File: src/rtl/srt_div_pkg.sv
// Shared types and constants for the SRT divider request scheduler.
// Optional divide-by-zero bypass is enabled with the SRT_SCHED_DIVZERO_EN macro.
package srt_div_pkg;

    localparam int DEF_W = 64;

    // One-hot state encoding.
    typedef enum logic [4:0] {
        ST_IDLE    = 5'b00001,
        ST_ISSUE   = 5'b00010,
        ST_WAIT_LO = 5'b00100,
        ST_WAIT_HI = 5'b01000,
        ST_RESP    = 5'b10000
    } state_t;

    localparam logic [DEF_W-1:0] DZ_QUO = {DEF_W{1'b1}};

endpackage

File: src/rtl/srt_div_sched_rr_arb.sv
// Combinational round-robin arbiter: first set request at or after ptr_i, searching cyclically.
// The pointer register lives in the caller.
module rr_arb #(
    parameter int N   = 4,
    parameter int IDW = $clog2(N)
) (
    input  logic [N-1:0]   req_i,
    input  logic [IDW-1:0] ptr_i,
    input  logic           en_i,
    output logic [N-1:0]   gnt_o,
    output logic [IDW-1:0] gnt_idx_o
);

    always_comb begin
        logic           w_found;
        logic [IDW-1:0] w_idx;
        // NOTE: every variable gets a default before the loop so no latch is inferred.
        gnt_o     = '0;
        gnt_idx_o = '0;
        w_found   = 1'b0;
        w_idx     = '0;
        for (int k = 0; k < N; k++) begin
            w_idx = IDW'((int'(ptr_i) + k) % N);
            if (en_i && !w_found && req_i[w_idx]) begin
                w_found      = 1'b1;
                gnt_o[w_idx] = 1'b1;
                gnt_idx_o    = w_idx;
            end
        end
    end

endmodule

File: src/rtl/srt_div_sched.sv
// Shares one radix-4 SRT divider between NREQ requesters with round-robin arbitration.
// Define SRT_SCHED_DIVZERO_EN to answer zero-divisor requests locally without the divider.
module srt_div_sched
    import srt_div_pkg::*;
#(
    parameter int NREQ = 4,
    parameter int W    = DEF_W,
    parameter int IDW  = $clog2(NREQ)
) (
    input  logic              clk,
    input  logic              rst,
    input  logic [NREQ-1:0]   req_vld_i,
    input  logic [NREQ*W-1:0] req_op1_i,
    input  logic [NREQ*W-1:0] req_op2_i,
    output logic [NREQ-1:0]   req_rdy_o,
    output logic              rsp_vld_o,
    output logic [IDW-1:0]    rsp_id_o,
    output logic [W-1:0]      rsp_quo_o,
    output logic [W-1:0]      rsp_rem_o,
    output logic              rsp_dz_o,
    input  logic              rsp_rdy_i,
    output logic              div_vld_o,
    output logic [W-1:0]      div_op1_o,
    output logic [W-1:0]      div_op2_o,
    input  logic              div_ready_i,
    input  logic [W-1:0]      div_quo_i,
    input  logic [W-1:0]      div_rem_i
);

    state_t         r_state;
    logic [IDW-1:0] r_ptr;
    logic [IDW-1:0] r_id;
    logic [W-1:0]   r_op1;
    logic [W-1:0]   r_op2;
    logic           r_rsp_vld;
    logic [W-1:0]   r_rsp_quo;
    logic [W-1:0]   r_rsp_rem;

    logic [NREQ-1:0] w_gnt;
    logic [IDW-1:0]  w_gnt_idx;
    logic            w_gnt_any;
    logic            w_arb_en;
    logic [W-1:0]    w_sel_op1;
    logic [W-1:0]    w_sel_op2;
    logic [IDW-1:0]  w_ptr_nxt;

    // Reset is folded in so no accept pulse can escape while the FSM is held.
    assign w_arb_en  = (r_state == ST_IDLE) && div_ready_i && !rst;
    assign w_gnt_any = |w_gnt;
    assign w_sel_op1 = req_op1_i[w_gnt_idx*W +: W];
    assign w_sel_op2 = req_op2_i[w_gnt_idx*W +: W];
    assign w_ptr_nxt = (w_gnt_idx == IDW'(NREQ - 1)) ? '0 : w_gnt_idx + IDW'(1);

    rr_arb #(
        .N   (NREQ),
        .IDW (IDW)
    ) u_arb (
        .req_i     (req_vld_i),
        .ptr_i     (r_ptr),
        .en_i      (w_arb_en),
        .gnt_o     (w_gnt),
        .gnt_idx_o (w_gnt_idx)
    );

    assign req_rdy_o = w_gnt;
    assign div_vld_o = (r_state == ST_ISSUE);
    assign div_op1_o = r_op1;
    assign div_op2_o = r_op2;
    assign rsp_vld_o = r_rsp_vld;
    assign rsp_id_o  = r_id;
    assign rsp_quo_o = r_rsp_quo;
    assign rsp_rem_o = r_rsp_rem;

`ifdef SRT_SCHED_DIVZERO_EN
    logic r_rsp_dz;
    assign rsp_dz_o = r_rsp_dz;
`else
    assign rsp_dz_o = 1'b0;
`endif

    // NOTE: all state and datapath registers are updated with non-blocking assignments only.
    always_ff @(posedge clk or posedge rst) begin
        if (rst) begin
            r_state   <= ST_IDLE;
            r_ptr     <= '0;
            r_id      <= '0;
            r_op1     <= '0;
            r_op2     <= '0;
            r_rsp_vld <= 1'b0;
            r_rsp_quo <= '0;
            r_rsp_rem <= '0;
`ifdef SRT_SCHED_DIVZERO_EN
            r_rsp_dz  <= 1'b0;
`endif
        end else begin
            case (r_state)
                ST_IDLE: begin
                    if (w_gnt_any) begin
                        r_ptr <= w_ptr_nxt;
                        r_id  <= w_gnt_idx;
                        r_op1 <= w_sel_op1;
                        r_op2 <= w_sel_op2;
`ifdef SRT_SCHED_DIVZERO_EN
                        if (w_sel_op2 == '0) begin
                            r_rsp_vld <= 1'b1;
                            r_rsp_quo <= DZ_QUO[W-1:0];
                            r_rsp_rem <= w_sel_op1;
                            r_rsp_dz  <= 1'b1;
                            r_state   <= ST_RESP;
                        end else begin
                            r_rsp_dz  <= 1'b0;
                            r_state   <= ST_ISSUE;
                        end
`else
                        r_state <= ST_ISSUE;
`endif
                    end
                end
                ST_ISSUE: begin
                    if (div_ready_i) r_state <= ST_WAIT_LO;
                end
                ST_WAIT_LO: begin
                    if (!div_ready_i) r_state <= ST_WAIT_HI;
                end
                ST_WAIT_HI: begin
                    if (div_ready_i) begin
                        r_rsp_quo <= div_quo_i;
                        r_rsp_rem <= div_rem_i;
                        r_rsp_vld <= 1'b1;
                        r_state   <= ST_RESP;
                    end
                end
                ST_RESP: begin
                    if (rsp_rdy_i) begin
                        r_rsp_vld <= 1'b0;
                        r_state   <= ST_IDLE;
                    end
                end
                default: r_state <= ST_IDLE;
            endcase
        end
    end

endmodule

File: config.mk
export PLATFORM = sky130hd
export DESIGN_NAME = srt_div_sched
export DESIGN_NICKNAME = d
export VERILOG_FILES = /design/src/rtl/srt_div_pkg.sv /design/src/rtl/srt_div_sched_rr_arb.sv /design/src/rtl/srt_div_sched.sv
export SDC_FILE = /design/constraint.sdc
export NUM_CORES = 1
export LEC_CHECK = 0
export CAP_MARGIN = 20
export CORE_AREA = 4 4 349 351
export CTS_BUF_LIST = sky130_fd_sc_hd__clkbuf_16
export CTS_CLUSTER_SIZE = 12
export DETAILED_ROUTE_END_ITERATION = 6
export DIE_AREA = 0 0 353 355
export GPL_TIMING_DRIVEN = 0
export MAX_ROUTING_LAYER = met4
export PLACE_DENSITY = 0.35
export SLEW_MARGIN = 10
export SYNTH_ARGS = -nofsm -noshare
export SYNTH_HDL_FRONTEND = slang
export SYNTH_HIERARCHICAL = 1
export SYNTH_SLANG_ARGS = --single-unit
File: constraint.sdc
create_clock -name clk -period 21.5 [get_ports clk]
set_input_delay 4.3 -clock clk [delete_from_list [all_inputs] [get_ports clk]]
set_output_delay 4.3 -clock clk [all_outputs]
set_load 0.01 [all_outputs]
## Yosys cells after proc, flatten, opt, wreduce, memory -nomap -nowiden

Index checks and enable logic that the tools add are counted.

- Register bits: 266
- Input port bits: 648

- Reduce and logical (&&, ||, !) cells: 23
- Order comparisons: 8
- Bitwise operators: 3
- Muxes and demuxes: 37
- Shift operators: 2
- Eq/ne operators: 11
- Add/sub/neg operators: 4

Operators with widths:

| kind | number |
|---|---|
| 256-bit by 9-bit variable part select with 64-bit output | 2 |
| 5-bit two-way mux | 5 |
| 5-bit case mux with 5 select lines | 1 |
| 4-bit two-way mux | 4 |
| 1-bit logical AND | 13 |
| 1-bit two-way mux | 13 |
| 2-bit by 3-bit < comparator with 1-bit output, second input constant | 4 |
| 4-bit bitwise OR | 3 |
| 2-bit two-way mux | 5 |
| 1-bit binary-select mux with 2-bit select | 4 |
| 1-bit demux with 2-bit select | 4 |
| 2-bit by 1-bit greater-or-equal comparator with 1-bit output, second input constant | 4 |
| 2-bit inequality test, second input constant | 4 |
| 5-bit by 1-bit == test with 1-bit output, second input constant | 1 |
| 5-bit by 2-bit == test with 1-bit output, second input constant | 1 |
| 5-bit by 3-bit == test with 1-bit output, second input constant | 1 |
| 5-bit by 4-bit == test with 1-bit output, second input constant | 1 |
| 5-bit == test, second input constant | 1 |
| 5-bit AND reduction | 1 |
| 2-bit by 1-bit adder with 2-bit output, second input constant | 2 |
| 2-bit adder, second input constant | 2 |
| 1-bit zero test | 4 |
| 2-bit AND reduction | 2 |
| 4-bit OR reduction | 1 |
| other kinds (5) | 5 |

## Longest topological paths before layout

Gate-level depths: netlist of run 1.

- Depth after elaboration: 20
- Gate-level depth with buffers: 13
- Mapped depth without buffers: 9

## Hierarchy

The synthesis of run 1 kept the hierarchy.

Modules (own cells, without submodules):

| module | seq. area each (um^2) | instances | area an instance (um^2) | cells an instance |
|---|---|---|---|---|
| srt_div_sched | 6,657.6 | 1 | 13,185.1 | 747 |
| rr_arb | 0.0 | 1 | 600.6 | 74 |

## Worst setup path before layout of run 1

No wires, ideal clock.

- Path kind: in2out
- From: input port req_vld_i[3]
- To: output port req_rdy_o[0]
- Cell stages on the path: 5
- Path slack: 11.663 ns
- Required time: 17.200 ns
- Arrival: 5.537 ns
- Cells stage by stage: buf_4 > mux4_2 > nand2_1 > o21ai_1 > a221o_1

- Cells in the longest elaborated chain, start to end: 16
- Elaborated cells on any way between the ends: 28

RTL lines:

| what | RTL line | source |
|---|---|---|
| from (decl) | srt_div_sched.sv:12 | `input logic [NREQ-1:0] req_vld_i,` |
| 1-bit binary-select mux with 2-bit select | srt_div_sched_rr_arb.sv:24 | `if (en_i && !w_found && req_i[w_idx]) begin` |
| 1-bit two-way mux (not written as such) | srt_div_sched_rr_arb.sv:24 |  |
| 1-bit logical AND | srt_div_sched_rr_arb.sv:24 |  |
| 1-bit two-way mux | srt_div_sched_rr_arb.sv:24 |  |
| 1-bit zero test | srt_div_sched_rr_arb.sv:24 |  |
| 1-bit logical AND (2 in a row) | srt_div_sched_rr_arb.sv:24 |  |
| 1-bit two-way mux | srt_div_sched_rr_arb.sv:24 |  |
| 1-bit zero test | srt_div_sched_rr_arb.sv:24 |  |
| 1-bit logical AND (2 in a row) | srt_div_sched_rr_arb.sv:24 |  |
| 1-bit two-way mux | srt_div_sched_rr_arb.sv:24 |  |
| 1-bit zero test | srt_div_sched_rr_arb.sv:24 |  |
| 1-bit logical AND (2 in a row) | srt_div_sched_rr_arb.sv:24 |  |
| 4-bit two-way mux (*) | srt_div_sched_rr_arb.sv:24 |  |
| to (decl) | srt_div_sched.sv:15 | `output logic [NREQ-1:0] req_rdy_o,` |

Every way passes the cells marked *; elsewhere a longest branch is shown, timed or not. The select of a mux whose other input is x is not followed.

## Worst setup path in the final report of run 1

- From: input port div_ready_i
- To: output port req_rdy_o[2]

- Cells in the longest elaborated chain, start to end: 16
- Elaborated cells on any way between the ends: 22

RTL lines:

| what | RTL line | source |
|---|---|---|
| from (decl) | srt_div_sched.sv:25 | `input logic div_ready_i,` |
| 1-bit logical AND (*) (2 in a row) | srt_div_sched.sv:48 | `assign w_arb_en = (r_state == ST_IDLE) && div_ready_i && !rst;` |
| via w_arb_en | srt_div_sched.sv:42 | `logic w_arb_en;` |
| 1-bit logical AND | srt_div_sched_rr_arb.sv:24 |  |
| 1-bit two-way mux | srt_div_sched_rr_arb.sv:24 |  |
| 1-bit zero test | srt_div_sched_rr_arb.sv:24 |  |
| 1-bit logical AND (2 in a row) | srt_div_sched_rr_arb.sv:24 |  |
| 1-bit two-way mux | srt_div_sched_rr_arb.sv:24 |  |
| 1-bit zero test | srt_div_sched_rr_arb.sv:24 |  |
| 1-bit logical AND (2 in a row) | srt_div_sched_rr_arb.sv:24 |  |
| 1-bit two-way mux | srt_div_sched_rr_arb.sv:24 |  |
| 1-bit zero test | srt_div_sched_rr_arb.sv:24 |  |
| 1-bit logical AND (2 in a row) | srt_div_sched_rr_arb.sv:24 |  |
| 4-bit two-way mux (*) | srt_div_sched_rr_arb.sv:24 |  |

Mark *: on every way through the listed nets, which the timed path passes. The rest lies on a longest branch.

==> summary.md, run 1 <==
| Metric | Value |
|---|---|
| Setup Viol. Count Final | `0` |
| Post-route DRC violation count | `8` |
| Hpwl dp | `approximately 76 mm` |
| Max stage delay on crit path | `approximately 0.64 ns` |
| Post-CTS resize count | `0` |
| H-tree depth | `2` |
| Worst slew pin tran | `0.971 ns` |
| Worst R2R Setup Slack | `~17 ns` |
| Die area | `0.125 mm²` |
| I/O pin total | `913` |
| Max Freq | `roughly 0.09 GHz` |
| Maximum vdd drop | `approximately 0.000045 V` |
| Number of placement rows | `127` |
| Number of global-route vias before repair | `approximately 14000` |
| CTS tree | `built` |
| CTS clock-pin slew for the worst setup and hold paths | `roughly 0.050 ns` |
| Root buffer cell | `clkbuf_16` |
| Switching share of power | `between 30% and 40%` |
| Worst Skew | `0.0371 ns` |
| CP cell instances | `clkdlybuf4s50_1 -> nor3b_1 -> buf_2 -> and4_1 -> a221o_1 -> clkdlybuf4s50_1` |
| Fill cell total of the finished layout | `approximately 13000` |
| Register area share after synthesis | `about half` |
| Via density | `roughly 3.6` |
| Crit path required time | `17.20 ns` |
| Instance count of the mapped netlist | `821` |
| Crit end category | `output port` |
| Post-Syn Area | `0.0138 mm²` |
| Ys Warns | `6` |
| Commonest non-fill, non-tap cells in the layout | `clkdlybuf4s50_1, dfrtp_1, mux2_2, mux4_2, mux2_1` |
| Core area | `0.119 mm²` |
| Type of origin of the critical path | `input port` |
| Failing checks | `design-rule violations` |
| Iter 0 DRT Violations | `549` |
| Initial antenna violation count | `46` |
| Crit path max fanout | `10` |
| P&R area growth vs syn | `90.0%` |
| DR WL/cell | `between 20 and 30 µm` |
| Multi-input logic area | `0.00661 mm²` |
| Initial Util | `a little under an eighth` |
| First-pass GRT wire length | `approximately 120 mm` |
| Total grt overflow | `0` |
| Routed Antenna Nets | `0` |
| CTS Buf Count | `39` |
| Gate power share | `a little under half` |
| Final Hold Viols | `0` |
| Worst reg-to-reg path cell count | `12` |
| Critical path data arrival time | `roughly 6.7 ns` |
| Max_slew headroom | `a little over a third` |
| Place WS | `roughly 10 ns` |
| Worst hold margin | `between 0.4 and 0.5 ns` |
| Reg-to-reg critical path endpoint | `div_op2_o[26]` |
| Post-CTS Hold Fix Bufs | `0` |
| Fin Setup TNS | `0 ns` |
| Max Cap Viol | `0` |
| Slowest stage cell, crit path | `clkdlybuf4s50_1` |
| Outcome | `complete, but fails checks` |
| RSZ-0062 raised after global routing | `no` |
| Period utilization | `51.1%` |
| IO buf count | `just over 900` |
| Reg area | `0.00666 mm²` |
| Post-CTS setup buffer count | `0` |
| Max-slew violation count | `0` |
| R2r startpoint | `r_ptr[0]` |
| Setup CP Type | `in -> out` |
| Die W | `353 µm` |
| Commonest non-fill, non-tap cell in the layout | `clkdlybuf4s50_1` |
| Crit-path most repeated cell | `clkdlybuf4s50_1` |
| Clock sinks | `approximately 270` |
| DR pass1 iterations | `7` |
| Vias | `between 10000 and 15000` |
| DRT Wirelength | `90.8 mm` |
| Hold path depth | `1` |
| Final Wtd Congestion | `slightly above 0.9` |
| Die height | `between 300 and 400 µm` |
| Clock Latency Late Sink | `between 0.5 and 0.6 ns` |
| Hold Path Class | `reg -> reg` |
| Leakage | `~10 nW` |
| Global-route usage over all layers | `approximately 14%` |
| Count of cell types in the netlist | `56` |
| Mapped Nets | `around 1500` |
| Placed instance area | `0.0249 mm²` |
| WHS Endpoint | `rsp_rem_o[55]` |
| Post-synthesis average cell area | `approximately 17 µm²` |
| PwrDens | `98.2 mW/mm²` |
| Largest net degree at the start of global routing | `94` |
| Ratio of cells with drive above 1 in the final layout | `23.0%` |
| Clk buf depth | `3` |
| Clock share of power | `between 20% and 30%` |
| Power Internal | `1.72 mW` |
| Total power | `between 2 and 3 mW` |
| Synthesis-stage register bit count | `about 270` |
| Final worst slack | `10.51 ns` |
| Post-route cell area | `0.0262 mm²` |
| Worst hold start | `rsp_rem_o[55]` |
| Min cycle time layout | `10.99 ns` |
| NetSw | `0.851 mW` |
| Fin nets | `between 2000 and 2500` |
| Sequential share of power | `around 30%` |
==> cell usage after synthesis (all sizes together) <==
cell,n,area [µm²]
or4,2,15.0
nand4,2,12.5
nand2,9,33.8
mux2i,6,60.1
a41o,1,10.0
o211ai,1,7.51
ha,8,100
o21a,1,7.51
inv,5,23.8
a21oi,1,5.00
nor2b,3,18.8
or3b,1,8.76
nor3b,1,7.51
nor2,9,51.3
buf,55,454
o21ai,8,40.0
dfrtp,265,6630
and4,4,35.0
nor4b,2,17.5
a41oi,1,8.76
a211o,1,10.0
xor2,1,8.76
or3,1,6.26
nor4bb,1,10.0
xnor2,1,8.76
nor3,3,15.0
o311a,1,10.0
and2,2,12.5
conb,1,3.75
o2111ai,1,8.76
dfstp,1,26.3
o31ai,3,22.5
a221o,4,40.0
mux2,262,2990
o32ai,1,16.3
a22oi,1,7.51
nand3,4,25.0
clkbuf,11,42.5
o22ai,4,25.0
mux4,130,2930
nor4,2,18.8
==> per-stage QoR <==
stage | cells | util, %
2_1_floorplan | 821 | -
3_3_place_gp | 3278 | 20.9
3_5_place_dp | 3282 | 20.9
4_1_cts | 3353 | 22.0
5_1_grt | 3364 | 22.0
6_report | 3371 | 22.0
==> critical path, delay by kind of cell <==
kind | cells | cell delay [ns]
buffers and inverters | 3 | 1.54
and+or+nand+nor | 2 | 0.68
AOI/OAI and AO/OA | 1 | 0.17
==> cells by family after synthesis <==
| group | share of synthesized area [%] |
|---|---|
| adders and majority gates | 0.726 |
| buffers and inverters | 3.78 |
| DFF | 48.3 |
| other | 0.0272 |
| AOI/OAI and AO/OA | 1.59 |
| and+or+nand+nor | 2.09 |
| xor gates and xnor gates | 0.127 |
| muxes | 43.4 |
==> state kept, by name, indices dropped and copies added (netlist names) <==
register / count
div_op1_o: 64
div_op2_o: 64
rsp_quo_o: 64
rsp_rem_o: 64
r_state: 5
r_ptr: 2
rsp_id_o: 2
rsp_vld_o: 1
==> cell type report <==
cell class                      count  share of cell area (%)
Timing Repair Buffer              913                    35.1
Tap cell                         1548                    7.39
Inverter                            5                   0.119
Clock inverter                     31                   0.850
Buffer                             66                    1.90
Antenna cell                       18                   0.172
Multi-Input combinational cell    484                    25.2
Clock buffer                       40                    3.82
Sequential cell                   266                    25.4
==> per-layer routing <==
metal / global-route usage [%] / wire, µm / up-vias
met5: - / 0 / -
met4: 2.66 / 1780 / 0
met3: 4.55 / 6880 / 108
met2: 25.9 / 47500 / 634
met1: 15.5 / 34700 / 6233
li1: - / - / 5170
==> power groups by stage <==
stage | sequential [mW] | combinational, mW | clock, mW
after CTS | 0.771 | 1.20 | 0.677
after global routing | 0.789 | 1.24 | 0.698
after detailed placement | 0.774 | 1.20 | 0
after global placement | 0.773 | 1.20 | 0
final | 0.768 | 1.17 | 0.640
after floorplan | 0.829 | 0.454 | 0
==> worst max-delay path by stage <==
stage               endpoint  slack, ns         from
2_1_floorplan   div_op1_o[0]       9.88          rst
3_3_place_gp   rsp_quo_o[45]       4.39          rst
3_5_place_dp    req_rdy_o[0]      10.37          rst
4_1_cts         req_rdy_o[0]      10.39  div_ready_i
5_1_grt         req_rdy_o[2]      10.31  div_ready_i
6_report        req_rdy_o[2]      10.51  div_ready_i
No activity file was read; power rests on OpenSTA's default activity.
==> inputs of run 2 (changes only) <==
==> constraint.sdc (replaced) <==
create_clock -name clk -period 11.5 [get_ports clk]
set_input_delay 2.3 -clock clk [delete_from_list [all_inputs] [get_ports clk]]
set_output_delay 2.3 -clock clk [all_outputs]
set_load 0.01 [all_outputs]
==> results of run 2 <==
The final DEF is identical to that of run 1. Status: complete, but fails checks: design-rule violations.
Among the figures that moved: setup slack after placement 10.37 ns -> 4.37 ns; setup slack after layout 10.51 ns -> 4.51 ns; register-to-register setup slack 16.77 ns -> 6.77 ns; total power 2.57 mW -> 4.81 mW; worst IR drop on VDD 0.0000448 V -> 0.0000837 V
